--- src/rtl/pokeball_throw_ctrl_if.sv ---
// Handshake bundle between game logic (master) and the pokeball throw sequencer (slave),
// carrying both the throw request and the sprite outputs towards the renderer.
interface pokeball_throw_ctrl_if;
  logic       frame_tick;
  logic       throw;
  logic [9:0] start_x;
  logic [8:0] start_y;
  logic [9:0] target_x;
  logic [8:0] target_y;
  logic [7:0] catch_rate;
  logic [9:0] x0;
  logic [8:0] y0;
  logic       enable;
  logic       busy;
  logic       done;
  logic       caught;

  modport master (
    output frame_tick, throw, start_x, start_y, target_x, target_y, catch_rate,
    input  x0, y0, enable, busy, done, caught
  );

  modport slave (
    input  frame_tick, throw, start_x, start_y, target_x, target_y, catch_rate,
    output x0, y0, enable, busy, done, caught
  );
endinterface

--- src/rtl/pokeball_throw_ctrl.sv ---
// Frame-by-frame pokeball throw animation: flight, optional wobble, capture roll, result hold.
// Define POKEBALL_WOBBLE_EN to build the wobble phase between arrival and result.
module pokeball_throw_ctrl #(
  parameter int unsigned STEP_X        = 4,
  parameter int unsigned STEP_Y        = 4,
  parameter int unsigned WOBBLE_FRAMES = 4,
  parameter int unsigned NUM_WOBBLES   = 3,
  parameter int unsigned HOLD_FRAMES   = 30
) (
  input  logic                clk,
  input  logic                rst,
  pokeball_throw_ctrl_if.slave bus
);

  localparam int unsigned Max1   = (HOLD_FRAMES > WOBBLE_FRAMES) ? HOLD_FRAMES : WOBBLE_FRAMES;
  localparam int unsigned CntMax = (Max1 > 2 * NUM_WOBBLES) ? Max1 : 2 * NUM_WOBBLES;
  localparam int unsigned CntW   = $clog2(CntMax + 1);

  localparam logic [CntW-1:0] HoldLast = CntW'(HOLD_FRAMES - 1);
  localparam logic [9:0]      StepX    = 10'(STEP_X);
  localparam logic [9:0]      StepY    = 10'(STEP_Y);

`ifdef POKEBALL_WOBBLE_EN
  localparam logic [CntW-1:0] WobLast  = CntW'(WOBBLE_FRAMES - 1);
  localparam logic [CntW-1:0] HalfLast = CntW'(2 * NUM_WOBBLES - 1);

  typedef enum logic [2:0] {StIdle, StFlight, StWobble, StResult, StHold} state_e;
`else
  typedef enum logic [2:0] {StIdle, StFlight, StResult, StHold} state_e;
`endif

  state_e          state_q, state_d;
  logic [9:0]      x0_q, x0_d;
  logic [8:0]      y0_q, y0_d;
  logic [9:0]      tx_q, tx_d;
  logic [8:0]      ty_q, ty_d;
  logic [7:0]      rate_q, rate_d;
  logic            enable_q, enable_d;
  logic            busy_q, busy_d;
  logic            done_q, done_d;
  logic            caught_q, caught_d;
  logic [CntW-1:0] frame_cnt_q, frame_cnt_d;
  logic [7:0]      lfsr_q, lfsr_d;
`ifdef POKEBALL_WOBBLE_EN
  logic [CntW-1:0] half_cnt_q, half_cnt_d;
`endif

  // Move one step toward tgt, snapping onto it when within reach; 11-bit math avoids wrap.
  function automatic logic [9:0] step_axis(input logic [9:0] pos, input logic [9:0] tgt,
                                           input logic [9:0] step);
    logic [10:0] diff;
    if (tgt >= pos) begin
      diff = {1'b0, tgt} - {1'b0, pos};
      step_axis = (diff <= {1'b0, step}) ? tgt : 10'({1'b0, pos} + {1'b0, step});
    end else begin
      diff = {1'b0, pos} - {1'b0, tgt};
      step_axis = (diff <= {1'b0, step}) ? tgt : 10'({1'b0, pos} - {1'b0, step});
    end
  endfunction

  always_comb begin
    state_d     = state_q;
    x0_d        = x0_q;
    y0_d        = y0_q;
    tx_d        = tx_q;
    ty_d        = ty_q;
    rate_d      = rate_q;
    enable_d    = enable_q;
    busy_d      = busy_q;
    done_d      = 1'b0;
    caught_d    = caught_q;
    frame_cnt_d = frame_cnt_q;
    // x^8+x^6+x^5+x^4+1, free-running so the capture roll depends on throw timing
    lfsr_d      = {lfsr_q[6:0], lfsr_q[7] ^ lfsr_q[5] ^ lfsr_q[4] ^ lfsr_q[3]};
`ifdef POKEBALL_WOBBLE_EN
    half_cnt_d  = half_cnt_q;
`endif

    unique case (state_q)
      StIdle: begin
        if (bus.throw) begin
          tx_d     = bus.target_x;
          ty_d     = bus.target_y;
          rate_d   = bus.catch_rate;
          x0_d     = bus.start_x;
          y0_d     = bus.start_y;
          enable_d = 1'b1;
          busy_d   = 1'b1;
          caught_d = 1'b0;
          state_d  = StFlight;
        end
      end

      StFlight: begin
        if (bus.frame_tick) begin
          x0_d = step_axis(x0_q, tx_q, StepX);
          y0_d = 9'(step_axis({1'b0, y0_q}, {1'b0, ty_q}, StepY));
          if (x0_d == tx_q && y0_d == ty_q) begin
            frame_cnt_d = '0;
`ifdef POKEBALL_WOBBLE_EN
            half_cnt_d  = '0;
            state_d     = StWobble;
`else
            done_d      = 1'b1;
            state_d     = StResult;
`endif
          end
        end
      end

`ifdef POKEBALL_WOBBLE_EN
      StWobble: begin
        if (bus.frame_tick) begin
          // Even half-swings lean one pixel right, odd ones sit on the target.
          x0_d = half_cnt_q[0] ? tx_q : 10'(tx_q + 10'd1);
          if (frame_cnt_q == WobLast) begin
            frame_cnt_d = '0;
            if (half_cnt_q == HalfLast) begin
              x0_d    = tx_q;
              done_d  = 1'b1;
              state_d = StResult;
            end else begin
              half_cnt_d = half_cnt_q + 1'b1;
            end
          end else begin
            frame_cnt_d = frame_cnt_q + 1'b1;
          end
        end
      end
`endif

      StResult: begin
        caught_d    = (lfsr_q <= rate_q);
        enable_d    = caught_d;
        frame_cnt_d = '0;
        state_d     = StHold;
      end

      StHold: begin
        if (bus.frame_tick) begin
          if (frame_cnt_q == HoldLast) begin
            frame_cnt_d = '0;
            busy_d      = 1'b0;
            enable_d    = 1'b0;
            state_d     = StIdle;
          end else begin
            frame_cnt_d = frame_cnt_q + 1'b1;
          end
        end
      end

      default: state_d = StIdle;
    endcase
  end

  always_ff @(posedge clk) begin
    if (rst) begin
      state_q     <= StIdle;
      x0_q        <= '0;
      y0_q        <= '0;
      tx_q        <= '0;
      ty_q        <= '0;
      rate_q      <= '0;
      enable_q    <= 1'b0;
      busy_q      <= 1'b0;
      done_q      <= 1'b0;
      caught_q    <= 1'b0;
      frame_cnt_q <= '0;
      lfsr_q      <= 8'hA5;
`ifdef POKEBALL_WOBBLE_EN
      half_cnt_q  <= '0;
`endif
    end else begin
      state_q     <= state_d;
      x0_q        <= x0_d;
      y0_q        <= y0_d;
      tx_q        <= tx_d;
      ty_q        <= ty_d;
      rate_q      <= rate_d;
      enable_q    <= enable_d;
      busy_q      <= busy_d;
      done_q      <= done_d;
      caught_q    <= caught_d;
      frame_cnt_q <= frame_cnt_d;
      lfsr_q      <= lfsr_d;
`ifdef POKEBALL_WOBBLE_EN
      half_cnt_q  <= half_cnt_d;
`endif
    end
  end

  assign bus.x0     = x0_q;
  assign bus.y0     = y0_q;
  assign bus.enable = enable_q;
  assign bus.busy   = busy_q;
  assign bus.done   = done_q;
  assign bus.caught = caught_q;

endmodule
--- src/flat_wrapper.sv ---
// flat-port wrapper written by rule: the top's interface ports become plain ports
module pokeball_throw_ctrl_flat 
#(
  parameter int unsigned STEP_X        = 4,
  parameter int unsigned STEP_Y        = 4,
  parameter int unsigned WOBBLE_FRAMES = 4,
  parameter int unsigned NUM_WOBBLES   = 3,
  parameter int unsigned HOLD_FRAMES   = 30
)
  (clk, rst, bus_frame_tick, bus_throw, bus_start_x, bus_start_y, bus_target_x, bus_target_y, bus_catch_rate, bus_x0, bus_y0, bus_enable, bus_busy, bus_done, bus_caught);
  pokeball_throw_ctrl_if bus_i ();
  input  logic clk;
  input  logic rst;
  input wire logic [$bits(bus_i.frame_tick)-1:0] bus_frame_tick;
  input wire logic [$bits(bus_i.throw)-1:0] bus_throw;
  input wire logic [$bits(bus_i.start_x)-1:0] bus_start_x;
  input wire logic [$bits(bus_i.start_y)-1:0] bus_start_y;
  input wire logic [$bits(bus_i.target_x)-1:0] bus_target_x;
  input wire logic [$bits(bus_i.target_y)-1:0] bus_target_y;
  input wire logic [$bits(bus_i.catch_rate)-1:0] bus_catch_rate;
  output wire logic [$bits(bus_i.x0)-1:0] bus_x0;
  output wire logic [$bits(bus_i.y0)-1:0] bus_y0;
  output wire logic [$bits(bus_i.enable)-1:0] bus_enable;
  output wire logic [$bits(bus_i.busy)-1:0] bus_busy;
  output wire logic [$bits(bus_i.done)-1:0] bus_done;
  output wire logic [$bits(bus_i.caught)-1:0] bus_caught;
  assign bus_i.frame_tick = bus_frame_tick;
  assign bus_i.throw = bus_throw;
  assign bus_i.start_x = bus_start_x;
  assign bus_i.start_y = bus_start_y;
  assign bus_i.target_x = bus_target_x;
  assign bus_i.target_y = bus_target_y;
  assign bus_i.catch_rate = bus_catch_rate;
  assign bus_x0 = bus_i.x0;
  assign bus_y0 = bus_i.y0;
  assign bus_enable = bus_i.enable;
  assign bus_busy = bus_i.busy;
  assign bus_done = bus_i.done;
  assign bus_caught = bus_i.caught;
  pokeball_throw_ctrl #(.STEP_X(STEP_X), .STEP_Y(STEP_Y), .WOBBLE_FRAMES(WOBBLE_FRAMES), .NUM_WOBBLES(NUM_WOBBLES), .HOLD_FRAMES(HOLD_FRAMES)) u_core (.clk(clk), .rst(rst), .bus(bus_i));
endmodule
--- config.mk ---
export PLATFORM = sky130hd
export DESIGN_NAME = pokeball_throw_ctrl_flat
export DESIGN_NICKNAME = d
export VERILOG_FILES = /design/src/rtl/pokeball_throw_ctrl_if.sv /design/src/rtl/pokeball_throw_ctrl.sv /design/src/flat_wrapper.sv
export SDC_FILE = /design/constraint.sdc
export NUM_CORES = 1
export LEC_CHECK = 0
export ABC_AREA = 1
export ABC_CLOCK_PERIOD_IN_PS = 8700
export BUFFER_PORTS_ARGS = -buffer_cell sky130_fd_sc_hd__buf_2
export CORE_AREA = 2 2 94 141
export DETAILED_ROUTE_END_ITERATION = 8
export DIE_AREA = 0 0 96 143
export GPL_TIMING_DRIVEN = 0
export PLACE_DENSITY = 0.7
export SLEW_MARGIN = 20
export SYNTH_ARGS = -nofsm -noshare
export SYNTH_HDL_FRONTEND = slang
export SYNTH_SLANG_ARGS = --single-unit
--- constraint.sdc ---
create_clock -name clk -period 8.7 [get_ports clk]
set_input_delay 0.435 -clock clk [delete_from_list [all_inputs] [get_ports clk]]
set_output_delay 0.435 -clock clk [all_outputs]
set_load 0.01 [all_outputs]
# Yosys cells after proc, flatten, opt, wreduce, memory -nomap -nowiden
# Cells that the tools add are included.
# word_totals
elab_cells	94
output_inout_bits	23
reg_bits	66
# op_classes
eq_ne	11
muxes	35
magnitude_cmp	7
n_bitwise	5
add_sub_neg	9
reduce_logical	15
# op_table
cell	count
$mux 10	7
$mux 9	7
$le 11x3->1 const B	4
$sub 10x10->11	2
$mux 5	4
$pmux 10 s2	1
$sub 9x9->10	2
$pmux 9 s2	1
$mux 3	5
$pmux 5 s3	1
$pmux 3 s4	1
$reduce_and 4->1	3
$add 10x3->10 const B	1
$eq 10x10->1	1
$ge 10x10->1	1
$sub 10x3->10 const B	1
$add 9x3->9 const B	1
$eq 9x9->1	1
$ge 9x9->1	1
$sub 9x3->9 const B	1
$le 8x8->1	1
$eq 3x2->1 const B	2
$ne 2x2->1 const B	3
$reduce_bool 2->1	3
other kinds (16)	27

# Logic depth before layout (Yosys ltp)
# Gate-level depths: netlist (run 1).
# logic_depth
word_depth	11
ltp_mapped	29

# Least setup slack after synthesis (run 1)
# No wires, ideal clock.
# synth_path
kind	register to register
from	register u_core.y0_q[5] (netlist: u_core.bus.y0[5])
to	register u_core.frame_cnt_q[1]
t_required_ns	8.575
t_arrival_ns	2.964
slack_ns	5.610
path_stages_with_launch	26
n_path_buf	1
cell_sequence	dfxtp_1 > clkbuf_1 > inv_1 > ha_1 > nand2_1 > inv_1 > a21oi_1 > nand2_1 > nand2_1 > nand3_1 > nor2_4 > nand2_4 > nand2_1 > nand3_1 > nand2_1 > nand2_1 > nand2_1 > nand2_1 > nor2_1 > nand2_1 > nor2_1 > nand2_1 > nand2_4 > nand3_1 > nand2_1 > nor2_2
# synth_via
elab_chain_cells	10
# synth_lines
element	line_no	source
start: declaration	pokeball_throw_ctrl.sv:34	logic [8:0] y0_q, y0_d;
start signal: assignment	pokeball_throw_ctrl.sv:176	y0_q <= y0_d;
$sub 9x9->10, on equally long branches	pokeball_throw_ctrl.sv:56, pokeball_throw_ctrl.sv:53	
$le 11x3->1, on equally long branches	pokeball_throw_ctrl.sv:57, pokeball_throw_ctrl.sv:54	
$mux 9, on equally long branches	pokeball_throw_ctrl.sv:57, pokeball_throw_ctrl.sv:54	
$mux 9 *	pokeball_throw_ctrl.sv:52	if (tgt >= pos) begin
$mux 9 *	pokeball_throw_ctrl.sv:95	if (bus.frame_tick) begin
$mux 9 *	pokeball_throw_ctrl.sv:79	unique case (state_q)
$eq 9x9->1 *	pokeball_throw_ctrl.sv:98	if (x0_d == tx_q && y0_d == ty_q) begin
$logic_and 1x1->1 *	pokeball_throw_ctrl.sv:98	
$ne 2x1->1 (no line) *	n/a	
$reduce_and 4->1 (no line) *	n/a	
end signal: assignment	pokeball_throw_ctrl.sv:184	frame_cnt_q <= frame_cnt_d;
end: declaration	pokeball_throw_ctrl.sv:42	logic [CntW-1:0] frame_cnt_q, frame_cnt_d;
# Every way passes the cells marked *; elsewhere a longest branch is shown, timed or not. The select of a mux whose other input is x is not followed.
# A chain may end at the register's enable or synchronous reset.

# Worst setup path after layout (run 1)
# layout_path
from	register u_core.x0_q[4] (netlist: u_core.bus.x0[4])
to	register u_core.frame_cnt_q[2]
# layout_via
elab_chain_cells	10
# layout_lines
element	line_no	source
start: declaration	pokeball_throw_ctrl.sv:33	logic [9:0] x0_q, x0_d;
start signal: assignment	pokeball_throw_ctrl.sv:159	x0_q <= '0;
start signal: assignment	pokeball_throw_ctrl.sv:175	x0_q <= x0_d;
$sub 10x10->11, on equally long branches	pokeball_throw_ctrl.sv:56, pokeball_throw_ctrl.sv:53	
$le 11x3->1, on equally long branches	pokeball_throw_ctrl.sv:57, pokeball_throw_ctrl.sv:54	
$mux 10, on equally long branches	pokeball_throw_ctrl.sv:57, pokeball_throw_ctrl.sv:54	
$mux 10 *	pokeball_throw_ctrl.sv:52	
$mux 10 *	pokeball_throw_ctrl.sv:95	
$mux 10 *	pokeball_throw_ctrl.sv:79	
$eq 10x10->1 *	pokeball_throw_ctrl.sv:98	
$logic_and 1x1->1 *	pokeball_throw_ctrl.sv:98	
$ne 2x1->1 (no line) *	n/a	
$reduce_and 4->1 (no line) *	n/a	
# Marks and branches as above.

==> results of run 1 <==
registers in the layout, indices dropped and copies added, names as in the netlist:
signal and count:
u_core.bus.x0 10, u_core.tx_q 10, u_core.bus.y0 9, u_core.ty_q 9
u_core.lfsr_q 8, u_core.rate_q 8, u_core.frame_cnt_q 5, u_core.state_q 2
u_core.bus.busy 1, u_core.bus.caught 1, u_core.bus.done 1, u_core.bus.enable 1
path summary, 6_finish.rpt:
kind                           endpoint  slack, ns  depth (start not counted)
setup / recovery  u_core.frame_cnt_q[2]       4.64                         25
hold / removal         u_core.rate_q[0]       0.36                          3
hold reg to reg        u_core.lfsr_q[3]       0.43                          2
setup reg to reg  u_core.frame_cnt_q[2]       4.64                         25
routing by layer:
metal / share of wire, % / up-vias / wire length (um) / track usage [%]
met4: 6.5 / 0 / 1420 / 21.1
met5: 0 / - / 0 / 0
met2: 51 / 269 / 11200 / 59.2
met1: 37 / 3319 / 8070 / 34.9
li1: - / 3859 / - / -
met3: 5.7 / 87 / 1250 / 5.17
kinds of logic (layout without fill, tap and decap cells):
logic type	Yosys count	in the layout	synth area share, %
and+or+nand+nor	671	671	44.6
buffers and inverters	188	275	11.0
AOI/OAI and AO/OA	139	139	11.4
adders and majority gates	56	56	10.5
DFF	65	65	19.4
xor gates and xnor gates	24	24	3.14
Yosys cell counts, types with 2 or more instances:
master | count | area (um^2)
nor2_2 | 9 | 56.3
buf_2 | 5 | 25.0
o211ai_1 | 14 | 105
inv_1 | 147 | 552
nand4_1 | 17 | 106
or2_2 | 4 | 25.0
nand2_2 | 9 | 56.3
ha_1 | 56 | 701
nand3_1 | 172 | 861
clkbuf_1 | 22 | 82.6
a21oi_1 | 79 | 395
nor3_1 | 11 | 55.1
xor2_1 | 21 | 184
nor2_4 | 9 | 101
nor4_1 | 4 | 25.0
nor2_1 | 73 | 274
nand3_2 | 4 | 40.0
buf_6 | 3 | 33.8
nand2_4 | 4 | 45.0
o21ai_0 | 39 | 195
xnor2_1 | 3 | 26.3
nand2_1 | 352 | 1320
o21bai_1 | 3 | 22.5
inv_2 | 7 | 26.3
buf_1 | 2 | 7.51
dfxtp_1 | 65 | 1300
area by class of cell:
cell class / count / area (um^2)
well taps: 156 / 195
multi-input cells: 890 / 4660
flip-flops and latches: 65 / 1300
fillers: 1299 / 4910
repair buffers: 71 / 355
inverters: 155 / 582
plain buffers: 33 / 156
clock inverters: 6 / 47.5
clock buffers: 10 / 239
per-stage QoR:
step / cells / cell area [um^2]
3_5_place_dp: 1370 / 7250
4_1_cts: 1386 / 7540
5_1_grt: 1386 / 7540
6_report: 1386 / 7540
2_1_floorplan: 1143 / 6700
3_3_place_gp: 1370 / 7250
placed cells by master, fill, tap and decap left out, types with 2 or more instances in the layout:
cell type,Yosys,routed
nand2_1,352,352
nand3_1,172,172
inv_1,147,147
a21oi_1,79,79
buf_2,5,76
nor2_1,73,73
dfxtp_1,65,65
ha_1,56,56
o21ai_0,39,39
clkbuf_1,22,22
xor2_1,21,21
nand4_1,17,17
o211ai_1,14,14
nor3_1,11,11
nand2_2,9,9
nor2_4,9,9
nor2_2,9,9
clkbuf_16,0,9
inv_2,7,7
nand2_4,4,4
nand3_2,4,4
nor4_1,4,4
or2_2,4,4
inv_6,0,4
o21bai_1,3,3
xnor2_1,3,3
buf_6,3,3
buf_1,2,2
worst max-delay path, delay by kind of cell (launching register included):
kind | cells | cell delay, ns
and+or+nand+nor | 20 | 2.32
buffers and inverters | 3 | 0.67
adders and majority gates | 1 | 0.46
DFF | 1 | 0.38
AOI/OAI and AO/OA | 1 | 0.06
==> results by group, run 1 <==
Synth
  • Most used flip-flop cell after synthesis: dfxtp_1
  • Yosys warns: 0
  • Syn Inst Count: roughly 1.1k
  • Avg Synthesized Cell Area: between 5 and 6 um^2
  • Sequential share of the synthesized area: 19.4%
  • Async SR Flop Fraction: 0%
  • Post-Syn Area: 6700 um^2
  • Yosys cell types: 35
  • Mapped Nets: 1249
  • Register bit count reported by yosys: 65
  • Number of synthesized flops with an enable pin: 0

Clock tree
  • CTS tree: yes
  • Clock transition at path regs: ~0.060 ns
  • Skew-Pair Late Insertion Delay: around 0.35 ns
  • Clock tree root driver cell: clkbuf_16
  • CTS sink count: 65
  • Post CTS Setup Buffer Count: 0
  • Num CTS Buffers: 9
  • Htree depth: 3
  • Max Root-Sink Buffers: 2
  • Number of cells upsized or downsized after cts: 0
  • CTS Hold Bufs: 0

Detailed routing
  • Detailed Route Iter0 Violations: about 500
  • TritonRoute pass-1 iters: 7
  • Vias: roughly 7.5k
  • WL final: about 22000 um
  • Post-DRT Antenna Nets: 0
  • Vias/cell: roughly 5.4
  • Drt drc: 0
  • Detailed-route wire length per cell: about 16 um

Layout
  • Final net count: 1331
  • N_diodes: 0
  • Core Util, Final: 60.5%
  • Area growth, synth to finish: 12.5%
  • Layout cells sized above 1: 11.7%

Min path
  • Min-delay src: bus_catch_rate[0]
  • Worst hold path type: input pin to flip-flop

Timing
  • Final hold vios: 0
  • Final Cycle Share: about 47%
  • Setup violations, final: 0
  • Skew final: 0.00983 ns
  • RSZ-0062 raised after global routing: false
  • Fmax: 0.246 GHz
  • WHS: 0.360 ns
  • Worst Max-Slew Pin Slew: ~0.69 ns
  • Setup TNS: 0 ns
  • Final worst slack: approximately 4.6 ns
  • Final max-slew violation count: 0
  • Tmin final: 4.06 ns
  • Max_slew headroom: between 50% and 60%

Placement
  • Post-DP HPWL: approximately 18000 um
  • Final GP Congestion: 0.928
  • Port bufs: about 70
  • Setup Slack @ Placement: 4.84 ns

Global routing
  • Overflow after GRT: 0
  • First-pass GRT wire length: between 30000 and 40000 um
  • Total track usage: 33.1%
  • Largest net degree at the start of global routing: 14
  • Antenna violations before repair: 0
  • Vias in the first global route: 7063

Setup path
  • Worst setup path class: flip-flop to flip-flop
  • Crit path max fanout: 10
  • Start point of the critical path: u_core.bus.x0[4]
  • Most used cell, CP: nand2_1
  • Crit. End Element: flip-flop
  • CP max stage cell: ha_1
  • Reg2reg start: u_core.bus.x0[4]
  • CP required: a little under 9 ns
  • Crit start category: flip-flop
  • Critical path's largest stage delay: ~0.46 ns
  • Worst path arrival time: 4.26 ns

Die
  • Row Count: 50
  • Initial core utilization: 53.8%
  • Die area: 13700 um^2
  • Die Width: about 96 um
  • Core Box Area: approximately 12000 um^2
  • Chip height: roughly 140 um
  • Ports: 73

Run
  • Max-cap violation count: 0

Status
  • Outcome: complete, no violations
Power of run 1 is left out: the tool's default activity adds up to more than one toggle a clock period on the data nets, which glitch-free logic cannot reach.
==> inputs of run 2 (changes only) <==
--- a/config.mk
+++ b/config.mk
@@ -6,13 +6,13 @@
 export NUM_CORES = 1
 export LEC_CHECK = 0
 export ABC_AREA = 1
-export ABC_CLOCK_PERIOD_IN_PS = 8700
+export ABC_CLOCK_PERIOD_IN_PS = 3600
 export BUFFER_PORTS_ARGS = -buffer_cell sky130_fd_sc_hd__buf_2
 export CORE_AREA = 2 2 94 141
 export DETAILED_ROUTE_END_ITERATION = 8
 export DIE_AREA = 0 0 96 143
 export GPL_TIMING_DRIVEN = 0
-export PLACE_DENSITY = 0.7
+export PLACE_DENSITY = 0.73
 export SLEW_MARGIN = 20
 export SYNTH_ARGS = -nofsm -noshare
 export SYNTH_HDL_FRONTEND = slang
==> constraint.sdc (replaced) <==
create_clock -name clk -period 3.6 [get_ports clk]
set_input_delay 0.18 -clock clk [delete_from_list [all_inputs] [get_ports clk]]
set_output_delay 0.18 -clock clk [all_outputs]
set_load 0.01 [all_outputs]
==> results by group, run 2 (synthesis results as in run 1) <==
Status
  • Outcome: complete, no violations (unchanged)

Global routing
  • Total track usage: 33.0% (was 33.1%)
  • Vias in the first global route: 7171 (was 7063)
  • First-pass GRT wire length: 34800 um (was 34700 um)
  • Antenna violations before repair: 1 (was 0)
  • Largest net degree at the start of global routing: 14 (unchanged)
  • Overflow after GRT: 0 (unchanged)

Die
  • Die Width: 96 um (unchanged)
  • Chip height: 143 um (unchanged)
  • Initial core utilization: 53.8% (unchanged)
  • Die area: 13700 um^2 (unchanged)
  • Ports: 73 (unchanged)
  • Core Box Area: 12400 um^2 (unchanged)
  • Row Count: 50 (unchanged)

Placement
  • Setup Slack @ Placement: -0.284 ns (was 4.84 ns)
  • Final GP Congestion: 0.929 (was 0.928)
  • Port bufs: 71 (unchanged)
  • Post-DP HPWL: 17500 um (was 17700 um)

Timing
  • Setup TNS: 0 ns (unchanged)
  • Max_slew headroom: 52.0% (was 54.3%)
  • Final max-slew violation count: 0 (unchanged)
  • Final hold vios: 0 (unchanged)
  • Fmax: 0.292 GHz (was 0.246 GHz)
  • Worst Max-Slew Pin Slew: 0.720 ns (was 0.686 ns)
  • Tmin final: 3.42 ns (was 4.06 ns)
  • Final worst slack: 0.176 ns (was 4.64 ns)
  • Skew final: 0.0110 ns (was 0.00983 ns)
  • Setup violations, final: 0 (unchanged)
  • Final Cycle Share: 95.1% (was 46.6%)

Clock tree
  • Clock tree root driver cell: clkbuf_16 (unchanged)
  • Max Root-Sink Buffers: 2 (unchanged)
  • CTS tree: yes (unchanged)
  • Clock transition at path regs: 0.07 ns (was 0.06 ns)
  • Num CTS Buffers: 9 (unchanged)
  • CTS sink count: 65 (unchanged)
  • Htree depth: 3 (unchanged)
  • Skew-Pair Late Insertion Delay: 0.35 ns (about the same)

Detailed routing
  • Detailed Route Iter0 Violations: 487 (was 489)
  • Drt drc: 0 (unchanged)
  • WL final: 22600 um (was 22000 um)
  • Vias/cell: 5.51 (was 5.44)
  • TritonRoute pass-1 iters: 6 (was 7)
  • Vias: 7753 (was 7534)
  • Detailed-route wire length per cell: 16.1 um (was 15.9 um)
  • Post-DRT Antenna Nets: 0 (unchanged)

Setup path
  • Worst path arrival time: 3.62 ns (was 4.26 ns)
  • Internal reg-to-reg setup slack: 0.18 ns (was 4.64 ns)
  • Crit path max fanout: 8 (was 10)
  • CP max stage cell: dfxtp_2 (was ha_1)
  • Cells along the critical path: inv_1 -> ha_1 -> clkbuf_4 -> nand2_1 -> nor2_4 -> nand3_1 -> nand3_4 -> nand3_1 -> nor2_4 -> buf_4 -> nand3_1 -> nand3_1 -> nand2_1 -> nand2_1 -> nand2_1 -> nor2_1 -> nand3_1 -> nor2_1 -> nand2_2 -> nand2_4 -> nand2_4 -> nand2_1 -> a21oi_1
  • Worst setup path class: flip-flop to flip-flop (unchanged)
  • Critical path's largest stage delay: 0.39 ns (was 0.46 ns)
  • Crit. End Element: flip-flop (unchanged)
  • Crit start category: flip-flop (unchanged)
  • CP required: 3.80 ns (was 8.90 ns)

Layout
  • Most frequent cells in the layout: 343 x nand2_1, 167 x nand3_1, 146 x inv_1, 75 x a21oi_1, 73 x buf_2 (was 352 x nand2_1, 172 x nand3_1, 147 x inv_1, 79 x a21oi_1, 76 x buf_2)
  • Core Util, Final: 64.4% (was 60.5%)
  • Layout cells sized above 1: 17.3% (was 11.7%)
  • Fill cells: 1213 (was 1299)
  • Final net count: 1351 (was 1331)
  • Commonest non-fill, non-tap cell in the layout: nand2_1 (unchanged)
  • Area growth, synth to finish: 19.6% (was 12.5%)

Min path
  • Worst hold path type: input pin to flip-flop (unchanged)

Run
  • Max-cap violation count: 0 (unchanged)
[run 2: cell count changes in the layout (fill, tap and decap cells not counted), sizes merged]
| cell | change |
|---|---|
| nand2 | +2 |
| a41oi | +1 |
| buf | +17 |
| diode | +1 |
| clkinv | +1 |
| inv | -1 |
[run 2: final timing paths]
check,to,from,cells past startpoint
setup / recovery,u_core.frame_cnt_q[2],u_core.bus.y0[8],23
hold / removal,u_core.rate_q[0],bus_catch_rate[0],3
setup reg to reg,u_core.frame_cnt_q[2],u_core.bus.y0[8],23
hold reg to reg,u_core.lfsr_q[3],u_core.lfsr_q[2],2
[run 2: cell type report]
cell class / count / area (um^2) / share of cell area (%)
buffer: 31 / 178 / 2.22
tap: 156 / 195 / 2.44
inverter: 155 / 582 / 7.26
sequential: 65 / 1320 / 16.5
multi-input combinational: 893 / 4930 / 61.5
timing repair buffer: 90 / 510 / 6.37
clock buffer: 10 / 239 / 2.98
clock inverter: 6 / 50.0 / 0.625
antenna: 1 / 2.50 / 0.0312
[run 2: metrics by stage]
stage	cells	hold WS [ns]	instance area (um^2)
after floorplan	1143	0.325	6700
after global placement	1370	0.416	7250
after detailed placement	1370	0.421	7250
after CTS	1391	0.0963	7630
after global routing	1407	0.0965	8010
final	1407	0.0951	8010
[run 2: repair_timing]
item / 4_1_cts / 5_1_grt
buffers inserted: 7 / 12
pin swaps: 4 / 6
hold buffers: 0 / 0
hold endpoints to repair: 0 / 0
cloned: 0 / 3
setup endpoints to repair: 8 / 8
resized for setup: 16 / 65
[run 2: routing by layer]
metal | GRT usage, % | up-vias | share of wire [%]
met2 | 58.5 | 316 | 51
met5 | 0 | - | 0
met1 | 34.6 | 3424 | 37
met4 | 24.1 | 0 | 7.7
li1 | - | 3895 | -
met3 | 4.27 | 118 | 4.8
[run 2: worst max-delay path: cells and delay by family (launching register included)]
| kind | cells | cell delay (ns) |
|---|---|---|
| flops | 1 | 0.39 |
| buf+inv | 3 | 0.46 |
| compound gates | 1 | 0.05 |
| simple gates | 18 | 2.08 |
| fa+ha+maj | 1 | 0.28 |
Power of run 2 is left out for the same reason.
==> inputs of run 3 (changes only) <==
--- a/config.mk
+++ b/config.mk
@@ -13,6 +13,7 @@
 export DIE_AREA = 0 0 96 143
 export GPL_TIMING_DRIVEN = 0
 export PLACE_DENSITY = 0.73
+export REMOVE_ABC_BUFFERS = 1
 export SLEW_MARGIN = 20
 export SYNTH_ARGS = -nofsm -noshare
 export SYNTH_HDL_FRONTEND = slang
==> results by group, run 3 (synthesis results as in run 1) <==
Status
  • Outcome: complete, no violations (unchanged)

Layout
  • Most frequent cells in the layout: 350 x nand2_1, 172 x nand3_1, 147 x inv_1, 78 x a21oi_1, 72 x buf_2 (was 343 x nand2_1, 167 x nand3_1, 146 x inv_1, 75 x a21oi_1, 73 x buf_2)
  • Sequential Area: 1330 um^2 (was 1320 um^2)
  • Multi-input logic area: 4810 um^2 (was 4930 um^2)
  • Commonest non-fill, non-tap cell in the layout: nand2_1 (unchanged)
  • N_diodes: 0 (was 1)
  • Fill cells: 1261 (was 1213)
  • Area growth, synth to finish: 16.3% (was 19.6%)
  • Final net count: 1318 (was 1351)
  • Layout cells sized above 1: 15.4% (was 17.3%)
  • Core Util, Final: 62.6% (was 64.4%)

Timing
  • Skew final: 0.00896 ns (was 0.0110 ns)
  • Final Cycle Share: 94.2% (was 95.1%)
  • Tmin final: 3.39 ns (was 3.42 ns)
  • Final hold vios: 0 (unchanged)
  • Max_slew headroom: 31.9% (was 52.0%)
  • Worst Max-Slew Pin Slew: 1.02 ns (was 0.720 ns)
  • Setup violations, final: 0 (unchanged)
  • Final max-slew violation count: 0 (unchanged)
  • Fmax: 0.295 GHz (was 0.292 GHz)

Clock tree
  • Htree depth: 3 (unchanged)
  • CTS sink count: 65 (unchanged)
  • Skew-Pair Late Insertion Delay: 0.34 ns (was 0.35 ns)
  • Clock transition at path regs: 0.06 ns (was 0.07 ns)
  • Max Root-Sink Buffers: 2 (unchanged)
  • Num CTS Buffers: 9 (unchanged)
  • Clock tree root driver cell: clkbuf_16 (unchanged)
  • CTS tree: yes (unchanged)

Setup path
  • CP required: 3.79 ns (was 3.80 ns)
  • Most used cell, CP: nand2_1
  • Worst path arrival time: 3.58 ns (was 3.62 ns)
  • CP max stage cell: dfxtp_2 (unchanged)
  • Cells along the critical path: inv_1 -> ha_1 -> nand2_1 -> inv_1 -> a21oi_1 -> nand3_1 -> a41oi_4 -> inv_2 -> nand3_1 -> nand2_1 -> nand2_1 -> nand2_1 -> nor2_1 -> nand3_1 -> nor2_1 -> nand2_1 -> nand2_4 -> nand2_4 -> nand2_1 -> a21oi_1 (was inv_1 -> ha_1 -> clkbuf_4 -> nand2_1 -> nor2_4 -> nand3_1 -> nand3_4 -> nand3_1 -> nor2_4 -> buf_4 -> nand3_1 -> nand3_1 -> nand2_1 -> nand2_1 -> nand2_1 -> nor2_1 -> nand3_1 -> nor2_1 -> nand2_2 -> nand2_4 -> nand2_4 -> nand2_1 -> a21oi_1)
  • Critical path's largest stage delay: 0.40 ns (was 0.39 ns)
  • Worst setup path class: flip-flop to flip-flop (unchanged)
  • Crit path buf inv count: 3 (unchanged)
  • Reg2reg start: u_core.bus.y0[7] (was u_core.bus.y0[8])
  • Delay-heaviest family, CP: simple AND/OR/NAND/NOR gates (unchanged)
  • Crit path max fanout: 10 (was 8)
  • Crit. End Element: flip-flop (unchanged)
  • Crit start category: flip-flop (unchanged)
  • Start point of the critical path: u_core.bus.y0[7] (was u_core.bus.y0[8])

Die
  • Die Width: 96 um (unchanged)
  • Chip height: 143 um (unchanged)
  • Ports: 73 (unchanged)
  • Row Count: 50 (unchanged)
  • Initial core utilization: 53.8% (unchanged)
  • Core Box Area: 12400 um^2 (unchanged)
  • Die area: 13700 um^2 (unchanged)

Min path
  • Min-delay src: bus_catch_rate[0] (unchanged)
  • Worst hold path type: input pin to flip-flop (unchanged)

Run
  • Max-cap violation count: 0 (unchanged)

Global routing
  • Total track usage: 30.0% (was 33.0%)
  • Largest net degree at the start of global routing: 37 (was 14)
  • Overflow after GRT: 0 (unchanged)
  • First-pass GRT wire length: 32300 um (was 34800 um)
  • Antenna violations before repair: 0 (was 1)
  • Vias in the first global route: 6913 (was 7171)

Placement
  • Final GP Congestion: 0.888 (was 0.929)
  • Post-DP HPWL: 15300 um (was 17500 um)
  • Port bufs: 72 (was 71)

Detailed routing
  • WL final: 20400 um (was 22600 um)
  • Detailed Route Iter0 Violations: 399 (was 487)
  • Drt drc: 0 (unchanged)
  • TritonRoute pass-1 iters: 5 (was 6)
  • Detailed-route wire length per cell: 14.8 um (was 16.1 um)
  • Vias: 7566 (was 7753)
  • Vias/cell: 5.51 (about the same)
  • Post-DRT Antenna Nets: 0 (unchanged)
run 3: changes by cell type in the layout (fill, tap and decap cells not counted), moves of 5 or more:
cell      previous run  this run
clkbuf_1            18         0
nand2_2             20        10
nand2_1            343       350
buf_6                5         0
nand3_1            167       172
run 3: worst paths after layout:
kind | end | slack, ns | cells past startpoint
min | u_core.rate_q[0] | 0.10 | 3
max | u_core.frame_cnt_q[0] | 0.21 | 20
max reg2reg | u_core.frame_cnt_q[0] | 0.21 | 20
min reg2reg | u_core.lfsr_q[3] | 0.43 | 2
run 3: per-stage QoR:
step | TNS (ns) | cells | instance area [um^2] | worst slack [ns] | hold WS (ns)
floorplan | 0 | 1110 | 6540 | 0.452 | 0.247
global route | -0.0297 | 1373 | 7790 | -0.0128 | 0.126
CTS | 0 | 1364 | 7590 | 0.00408 | 0.104
detailed placement | -4.73 | 1339 | 7130 | -0.395 | 0.427
finish | 0 | 1373 | 7790 | 0.208 | 0.105
global placement | -16.10 | 1338 | 7100 | -0.770 | 0.417
run 3: final cells by class:
class / count / area share (%)
Clock buffer: 11 / 3.24
Clock inverter: 5 / 0.787
Multi-Input combinational cell: 890 / 61.8
Sequential cell: 65 / 17.0
Inverter: 155 / 7.48
Timing Repair Buffer: 91 / 7.20
Tap cell: 156 / 2.51
run 3: per-layer routing:
metal | routed length, um | track usage (%) | vias up
met5 | 0 | 0 | -
met3 | 838 | 3.48 | 54
met1 | 7960 | 33.2 | 3455
met4 | 808 | 14.1 | 0
met2 | 10800 | 55.2 | 227
li1 | - | - | 3830
run 3: worst register-to-register path: stages, from the launching register on:
cell and delay, ns:
dfxtp_2 0.40, inv_1 0.10, ha_1 0.37, nand2_1 0.18
inv_1 0.07, a21oi_1 0.27, nand3_1 0.19, a41oi_4 0.31
inv_2 0.17, nand3_1 0.14, nand2_1 0.08, nand2_1 0.07
nand2_1 0.09, nor2_1 0.12, nand3_1 0.09, nor2_1 0.09
nand2_1 0.11, nand2_4 0.16, nand2_4 0.09, nand2_1 0.08
a21oi_1 0.05
run 3: what timing repair did:
item | in CTS | in global routing
hold buffers | 0 | 0
setup endpoints to repair | 27 | 24
gates resized for setup | 15 | 33
pin swaps | 4 | 4
buffers inserted | 9 | 9
cloned | 0 | 0
Power of run 3 is left out for the same reason.
